File: src/rtl/shift_pkg.sv
// ============================================================================
// Module      : shift_pkg
// Description : Mode codes, FSM state encoding and helpers for shift_unit_seq.
// Revision    : 1.0 - initial release
// ============================================================================
`default_nettype none

package shift_pkg;

    localparam logic [2:0] MODE_SLL = 3'd0;
    localparam logic [2:0] MODE_SRL = 3'd1;
    localparam logic [2:0] MODE_SRA = 3'd2;
    localparam logic [2:0] MODE_ROL = 3'd3;
    localparam logic [2:0] MODE_ROR = 3'd4;

    localparam logic [1:0] ST_IDLE  = 2'd0;
    localparam logic [1:0] ST_SHIFT = 2'd1;
    localparam logic [1:0] ST_DONE  = 2'd2;

    function automatic logic mode_is_valid(input logic [2:0] mode);
        return (mode <= MODE_ROR);
    endfunction

endpackage

`default_nettype wire

File: src/rtl/shift_step_comb.sv
// ============================================================================
// Module      : shift_step_comb
// Description : Combinational single-step shifter/rotator by k bit positions.
// Revision    : 1.0 - initial release
// ============================================================================
`default_nettype none

module shift_step_comb
    import shift_pkg::*;
#(
    parameter int WIDTH = 8,
    parameter int KW    = $clog2(WIDTH + 1)
) (
    input  logic [WIDTH-1:0] d,
    input  logic [KW-1:0]    k,
    input  logic [2:0]       mode,
    output logic [WIDTH-1:0] q,
    output logic             carry
);

    localparam logic [KW-1:0] C_WIDTH = KW'(WIDTH);
    localparam logic [KW-1:0] C_ONE   = KW'(1);

    // Bit 0 of w_lo is d[k-1]; bit 0 of w_hi is d[WIDTH-k].
    logic [WIDTH-1:0] w_lo;
    logic [WIDTH-1:0] w_hi;

    assign w_lo = d >> (k - C_ONE);
    assign w_hi = d >> (C_WIDTH - k);

    always_comb begin
        q     = d;
        carry = 1'b0;
        case (mode)
            MODE_SLL: begin
                q     = d << k;
                carry = w_hi[0];
            end
            MODE_SRL: begin
                q     = d >> k;
                carry = w_lo[0];
            end
            MODE_SRA: begin
                q     = $signed(d) >>> k;
                carry = w_lo[0];
            end
            MODE_ROL: begin
                q     = (d << k) | (d >> (C_WIDTH - k));
                carry = w_hi[0];
            end
            MODE_ROR: begin
                q     = (d >> k) | (d << (C_WIDTH - k));
                carry = w_lo[0];
            end
            default: begin
                q     = d;
                carry = 1'b0;
            end
        endcase
    end

endmodule

`default_nettype wire

File: src/rtl/shift_unit_seq.sv
// ============================================================================
// Module      : shift_unit_seq
// Description : Multi-cycle shifter/rotator, STEP bits per cycle, valid/ready.
// Revision    : 1.0 - initial release
// ============================================================================
`default_nettype none

module shift_unit_seq
    import shift_pkg::*;
#(
    parameter int WIDTH = 8,
    parameter int STEP  = 1,
    localparam int SHW  = $clog2(WIDTH)
) (
    input  logic             clk,
    input  logic             rst_n,
    input  logic             in_valid,
    output logic             in_ready,
    input  logic [WIDTH-1:0] in_data,
    input  logic [SHW-1:0]   in_amt,
    input  logic [2:0]       in_mode,
    output logic             out_valid,
    input  logic             out_ready,
    output logic [WIDTH-1:0] out_data,
    output logic             out_carry,
    output logic             out_zero,
    output logic             out_err,
    output logic             busy
);

    // Remaining count is one bit wider than the amount so STEP == WIDTH fits.
    localparam int            KW     = $clog2(WIDTH + 1);
    localparam logic [KW-1:0] C_STEP = KW'(STEP);

    logic [1:0]       r_state;
    logic [WIDTH-1:0] r_data;
    logic [KW-1:0]    r_rem;
    logic [2:0]       r_mode;
    logic             r_carry;
    logic             r_err;

    logic [KW-1:0]    w_k;
    logic [WIDTH-1:0] w_step_q;
    logic             w_step_carry;

    assign w_k = (r_rem < C_STEP) ? r_rem : C_STEP;

    shift_step_comb #(
        .WIDTH (WIDTH),
        .KW    (KW)
    ) u_step (
        .d     (r_data),
        .k     (w_k),
        .mode  (r_mode),
        .q     (w_step_q),
        .carry (w_step_carry)
    );

    always_ff @(posedge clk) begin
        if (!rst_n) begin
            r_state <= ST_IDLE;
            r_data  <= '0;
            r_rem   <= '0;
            r_mode  <= MODE_SLL;
            r_carry <= 1'b0;
            r_err   <= 1'b0;
        end else begin
            case (r_state)
                ST_IDLE: begin
                    if (in_valid) begin
                        r_data  <= in_data;
                        r_rem   <= KW'(in_amt);
                        r_mode  <= in_mode;
                        r_carry <= 1'b0;
                        r_err   <= !mode_is_valid(in_mode);
                        if ((in_amt != '0) && mode_is_valid(in_mode)) begin
                            r_state <= ST_SHIFT;
                        end else begin
                            r_state <= ST_DONE;
                        end
                    end
                end
                ST_SHIFT: begin
                    r_data  <= w_step_q;
                    r_carry <= w_step_carry;
                    r_rem   <= r_rem - w_k;
                    if (r_rem <= C_STEP) begin
                        r_state <= ST_DONE;
                    end
                end
                ST_DONE: begin
                    if (out_ready) begin
                        r_state <= ST_IDLE;
                    end
                end
                default: begin
                    r_state <= ST_IDLE;
                end
            endcase
        end
    end

    assign in_ready  = (r_state == ST_IDLE);
    assign busy      = (r_state != ST_IDLE);
    assign out_valid = (r_state == ST_DONE);
    assign out_data  = r_data;
    assign out_carry = r_carry;
    assign out_zero  = (r_data == '0);
    assign out_err   = r_err;

endmodule

`default_nettype wire
File: config.mk
export PLATFORM = sky130hd
export DESIGN_NAME = shift_unit_seq
export DESIGN_NICKNAME = d
export VERILOG_FILES = /design/src/rtl/shift_pkg.sv /design/src/rtl/shift_step_comb.sv /design/src/rtl/shift_unit_seq.sv
export SDC_FILE = /design/constraint.sdc
export NUM_CORES = 1
export LEC_CHECK = 0
export BUFFER_PORTS_ARGS = -buffer_cell sky130_fd_sc_hd__buf_2
export CAP_MARGIN = 20
export CORE_UTILIZATION = 40
export DETAILED_ROUTE_END_ITERATION = 12
export GPL_TIMING_DRIVEN = 0
export PLACE_DENSITY_LB_ADDON = 0.05
export SLEW_MARGIN = 20
export SYNTH_ARGS = -nofsm -noshare
export SYNTH_HDL_FRONTEND = slang
export SYNTH_SLANG_ARGS = --single-unit
File: constraint.sdc
create_clock -name clk -period 2.84 [get_ports clk]
set_input_delay 0.852 -clock clk [delete_from_list [all_inputs] [get_ports clk]]
set_output_delay 0.852 -clock clk [all_outputs]
set_load 0.1 [all_outputs]
Word-level counts from Yosys, hierarchy flattened
Index checks and enable logic that the tools add are counted.
{"block": "classes", "addsub": 3, "n_reduce_logical": 14, "muxes": 14, "eq_ne": 10, "shifts": 6, "bitwise": 2, "magnitude_cmp": 3}
{"cell": "one-hot mux 8 bit (5 select lines)", "count": 1}
{"cell": "OR 8 bit", "count": 2}
{"cell": "one-hot mux 8 bit (2 select lines)", "count": 1}
{"cell": "left shift 8 x 4 -> 8 bit", "count": 2}
{"cell": ">> shifter 8 x 4 -> 8 bit", "count": 2}
{"cell": "zero test 8 bit", "count": 1}
{"cell": "two-way mux 2 bit", "count": 4}
{"cell": "two-way mux 4 bit", "count": 2}
{"cell": "two-way mux 8 bit", "count": 1}
{"cell": "one-hot mux 4 bit (2 select lines)", "count": 1}
{"cell": ">> shifter 8 x 4 -> 1 bit", "count": 1}
{"cell": ">>> shifter 8 x 4 -> 8 bit", "count": 1}
{"cell": "== test 3 x 2 -> 1 bit, second input constant", "count": 2}
{"cell": "inequality test 6 x 1 -> 1 bit, second input constant", "count": 1}
{"cell": "one-hot mux 2 bit (3 select lines)", "count": 1}
{"cell": "AND reduction 3 bit", "count": 2}
{"cell": "less-or-equal comparator 4 x 1 -> 1 bit, second input constant", "count": 1}
{"cell": "< comparator 4 x 1 -> 1 bit, second input constant", "count": 1}
{"cell": "inequality test 2 bit, second input constant", "count": 2}
{"cell": "one-hot mux 1 bit (2 select lines)", "count": 2}
{"cell": "AND reduction 2 bit", "count": 2}
{"cell": "nonzero test 2 bit", "count": 2}
{"cell": "subtractor 4 x 1 -> 4 bit, second input constant", "count": 1}
{"cell": "subtractor 4 bit", "count": 1}
{"cell": "15 further kinds", "count": 15}
{"block": "totals", "out_inout_bits": 14, "wordCells": 58, "register_bits": 19, "in_bits": 18}

Logic depth before layout (Yosys ltp)
{"block": "logic_depth", "ltp_word": 7, "ltp_mapped": 9, "ltp_nobuf": 7}

Cells and area by module
Synthesis repeated with hierarchy kept, for this count alone.
{"block": "hier_totals", "cells_unflattened": 341, "hier_area_um2": 2595.0}
{"mod": "shift_step_comb", "cells_per_inst": 226, "area_per_inst_um2": 1541.5, "seq_area_each_um2": 0.0, "n_inst": 1}
{"mod": "shift_unit_seq", "cells_per_inst": 115, "area_per_inst_um2": 1053.5, "seq_area_each_um2": 380.4, "n_inst": 1}

Worst setup path after synthesis
Ideal clock, no wire load.
{"block": "synth_path", "path_kind": "flip-flop to output port", "startpoint": "register r_state[0]", "endpoint": "output port busy", "arrival_time_ns": 2.782, "t_required_ns": 1.988, "path_buffers": 1, "path_stages_with_launch": 4, "setup_slack_ns": -0.794, "path_cell_list": "dfxtp_1 > clkbuf_1 > nor2_1 > inv_1"}
{"block": "synth_between", "elab_chain_cells": 1}
{"element": "start: declaration", "line_no": "shift_unit_seq.sv:35", "text": "logic [1:0] r_state;"}
{"element": "start signal: assignment", "line_no": "shift_unit_seq.sv:61", "text": "r_state <= ST_IDLE;"}
{"element": "start signal: assignment", "line_no": "shift_unit_seq.sv:77", "text": "r_state <= ST_SHIFT;"}
{"element": "start signal: assignment", "line_no": "shift_unit_seq.sv:79", "text": "r_state <= ST_DONE;"}
{"element": "nonzero test 2 bit", "line_no": "shift_unit_seq.sv:104", "text": "assign busy = (r_state != ST_IDLE);"}
{"element": "end: declaration", "line_no": "shift_unit_seq.sv:28", "text": "output logic busy"}
No other way between the ends.

Worst setup path after layout
{"block": "layout_path", "startpoint": "register r_data[3], in the netlist out_data[3]", "endpoint": "output port out_zero"}
{"block": "layout_between", "elab_chain_cells": 1}
{"element": "start: declaration", "line_no": "shift_unit_seq.sv:36", "text": "logic [WIDTH-1:0] r_data;"}
{"element": "start signal: assignment", "line_no": "shift_unit_seq.sv:71", "text": "r_data <= in_data;"}
{"element": "start signal: assignment", "line_no": "shift_unit_seq.sv:84", "text": "r_data <= w_step_q;"}
{"element": "zero test 8 bit", "line_no": "shift_unit_seq.sv:108", "text": "assign out_zero = (r_data == '0);"}
{"element": "end: declaration", "line_no": "shift_unit_seq.sv:26", "text": "output logic out_zero,"}
No other way between the ends.

==> out/metrics.csv <==
stage;metric;value;unit
detailed_routing;routed_via_density;6.118;
synthesis;yosys_warnings;0;
final_layout;fill_cells;365;
sta;slew_headroom;54.68;%
final_layout;drive_gt1_share;21.24;%
min_path;min_path_type;register to register;
cts;postCtsHoldBufs;0;
sta;worstMarginPinSlew;0.6784;ns
sta;setup_tns;0;ns
die;core;3468;sq um
place;io_buffer_count;31;
synthesis;synth.area.top_cells;dfxtp_1 25%, mux2i_1 5.3%, nand2_1 3.5%;
final_layout;nets;247;
cts;post_cts_buffers;0;
power_and_ir_drop;pwr-share-seq;26.1;%
detailed_routing;dr.first_iter.drc_count;156;
sta;post-route-period-util;96.59;%
setup_path;crit_type;register to primary output;
detailed_routing;vias;1664;
detailed_routing;postRouteAntennaNets;0;
detailed_routing;firstDrtPassIters;6;
cts;htreeDepth;1;
job;maxCapViolations;0;
setup_path;crit_path_start;out_data[3];
synthesis;synth-seq-cells;19;
global_route;antenna_found_initial;0;
synthesis;syn_area;1499;sq um
detailed_routing;wl;4602;um
sta;hold_viol;0;
die;floorplan.initialDensity;43.22;%
power_and_ir_drop;p_comb_share;60.2;%
final_layout;antennaDiodeCount;0;
global_route;grt-ovfl-total;0;
final_layout;area_growth;18.11;%
detailed_routing;wire_per_inst;16.92;um
min_path;hp-start;out_err;
sta;worst_slack;0.09691;ns
place;place_ws;0.3273;ns
synthesis;ys_async_sr_fraction;0;%
global_route;grt_max_degree;13;
cts;tritoncts;yes;
setup_path;worst_setup_path_end_kind;primary output;
synthesis;ys_types;55;
power_and_ir_drop;leakage;0.7040;nW
power_and_ir_drop;irDropWorstVdd;0.4748;mV
die;die_w;63.22;um
setup_path;cp_max_fo;9;
synthesis;synth_top_cell_area_share;25.38;%
sta;slew_viol_final;0;
sta;setup-violations-final;0;
place;gp_congestion;0.9764;
power_and_ir_drop;pwr-share-clk;13.7;%
place;hpwl;3465;um
cts;ctsResizeCount;0;
power_and_ir_drop;p_switching;0.7858;mW
setup_path;worstPathArrival;1.89;ns
synthesis;synth_area_per_cell;7.848;sq um
die;ios;32;
synthesis;synthesis.nets;211;
sta;rsz0062_at_grt;false;
cts;cts_buffers;3;
die;die_y;63.22;um
cts;cts.path.max_buffers;2;
synthesis;synth_ff_type;dfxtp_1;
detailed_routing;drc;0;
final_layout;final_core_util;51.05;%
synthesis;syn_inst;191;
power_and_ir_drop;p_per_area;811.3;nW/um^2
setup_path;reg2reg_from;r_rem[2];
power_and_ir_drop;switching_share;54.71;%
run_status;status;finished, final reports clean;
cts;clock-sinks;19;
sta;fin_skew;0.007083;ns
global_route;grt_pass1_vias;1594;
die;num_rows;21;
cts;cts_root_buf;clkbuf_8;
sta;fmax;364.6;MHz
global_route;grt_use_total;24.72;%
global_route;grt_pass1_wl;7783;um
synthesis;ys_seq_area_share;25.38;%
cts;clk_latency;0.26;ns
sta;period_needed;2.743;ns
die;fp.dieArea;3996;sq um
synthesis;yosys.area.top_type;dfxtp_1;
power_and_ir_drop;intPower;0.6506;mW
synthesis;synth_edf_count;0;
setup_path;critPathRequiredTime;1.99;ns
setup_path;startpoint_type;register;
cts;cts.reportedPaths.clkPinSlew;0.08;ns
synthesized netlist by cell type, types with 5 or more instances:
cell type,number
inv_1,7
o21ai_0,10
o211ai_1,6
nor3_1,9
or4_1,6
o21ai_1,5
a31oi_1,5
nand2_1,14
clkbuf_1,9
mux2i_1,8
nor2_1,12
dfxtp_1,19
a21oi_1,9
power groups by stage:
stage	clock network [mW]	logic (mW)	registers (mW)
finish	0.196	0.865	0.375
global route	0.209	0.932	0.384
CTS	0.199	0.862	0.373
detailed placement	0	0.860	0.380
global placement	0	0.853	0.376
floorplan	0	0.531	0.535
sequential cells by signal, summed over array words and instances (netlist names):
signal and cells:
out_data 8, r_mode 3, r_rem 4, out_carry 1, r_state 2, out_err 1
final timing paths:
path              depth (start not counted)  slack [ns]           to
setup / recovery                          4         0.1     out_zero
hold / removal                            2        0.46      out_err
hold reg to reg                           2        0.46      out_err
setup reg to reg                          9        0.20  out_data[2]
logic make-up after synthesis:
family	share of synthesized area, %
compound gates	34.72
simple gates	21.95
buf+inv	9.349
flops	25.38
mux	6.094
fa+ha+maj	1.669
other cells	0.2502
xor+xnor	0.5844
cell usage in the layout (no fill, tap or decap), drive strengths merged, types with 4 or more instances in the layout:
master  instances
a221oi          4
nor2b           4
buf            35
inv             7
mux2i           8
a21oi           9
or4             6
a31oi           5
clkbuf         13
nor3           10
o211ai          7
o22ai           4
dfxtp          19
a22oi           4
nand2          15
nor2           12
o21ai          15
cell type report:
type / count / area [sq um] / share of cell area (%)
multi-input cells: 149 / 988.4 / 55.83
flip-flops and latches: 19 / 380.4 / 21.48
repair buffers: 31 / 155.1 / 8.763
plain buffers: 15 / 97.59 / 5.512
well taps: 46 / 57.56 / 3.251
inverters: 8 / 42.54 / 2.403
clock buffers: 3 / 41.29 / 2.332
clock inverters: 1 / 7.507 / 0.4240
per-stage QoR:
stage,cells,power (mW),hold WS [ns],area (sq um)
floorplan,191,1.065,0.4239,1509
global placement,268,1.229,0.4358,1722
detailed placement,268,1.240,0.4509,1722
CTS,272,1.434,0.4644,1770
global route,272,1.524,0.4876,1770
finish,272,1.436,0.4586,1770
critical path, cell delays in order (launching register included):
cell and delay, ns:
dfxtp_1 0.31, clkbuf_1 0.20, or4_1 0.61, nor2_4 0.09
buf_2 0.42
metal layers:
metal	part of all wire (%)	GRT usage, %	vias to the layer above	wire, um
met2	48	41.67	55	2226
li1	-	-	805	-
met5	0	0	-	0
met4	2.2	8.239	0	101
met3	4.6	4.891	8	211
met1	45	31.22	796	2062
(Power assumes the default switching activity.)
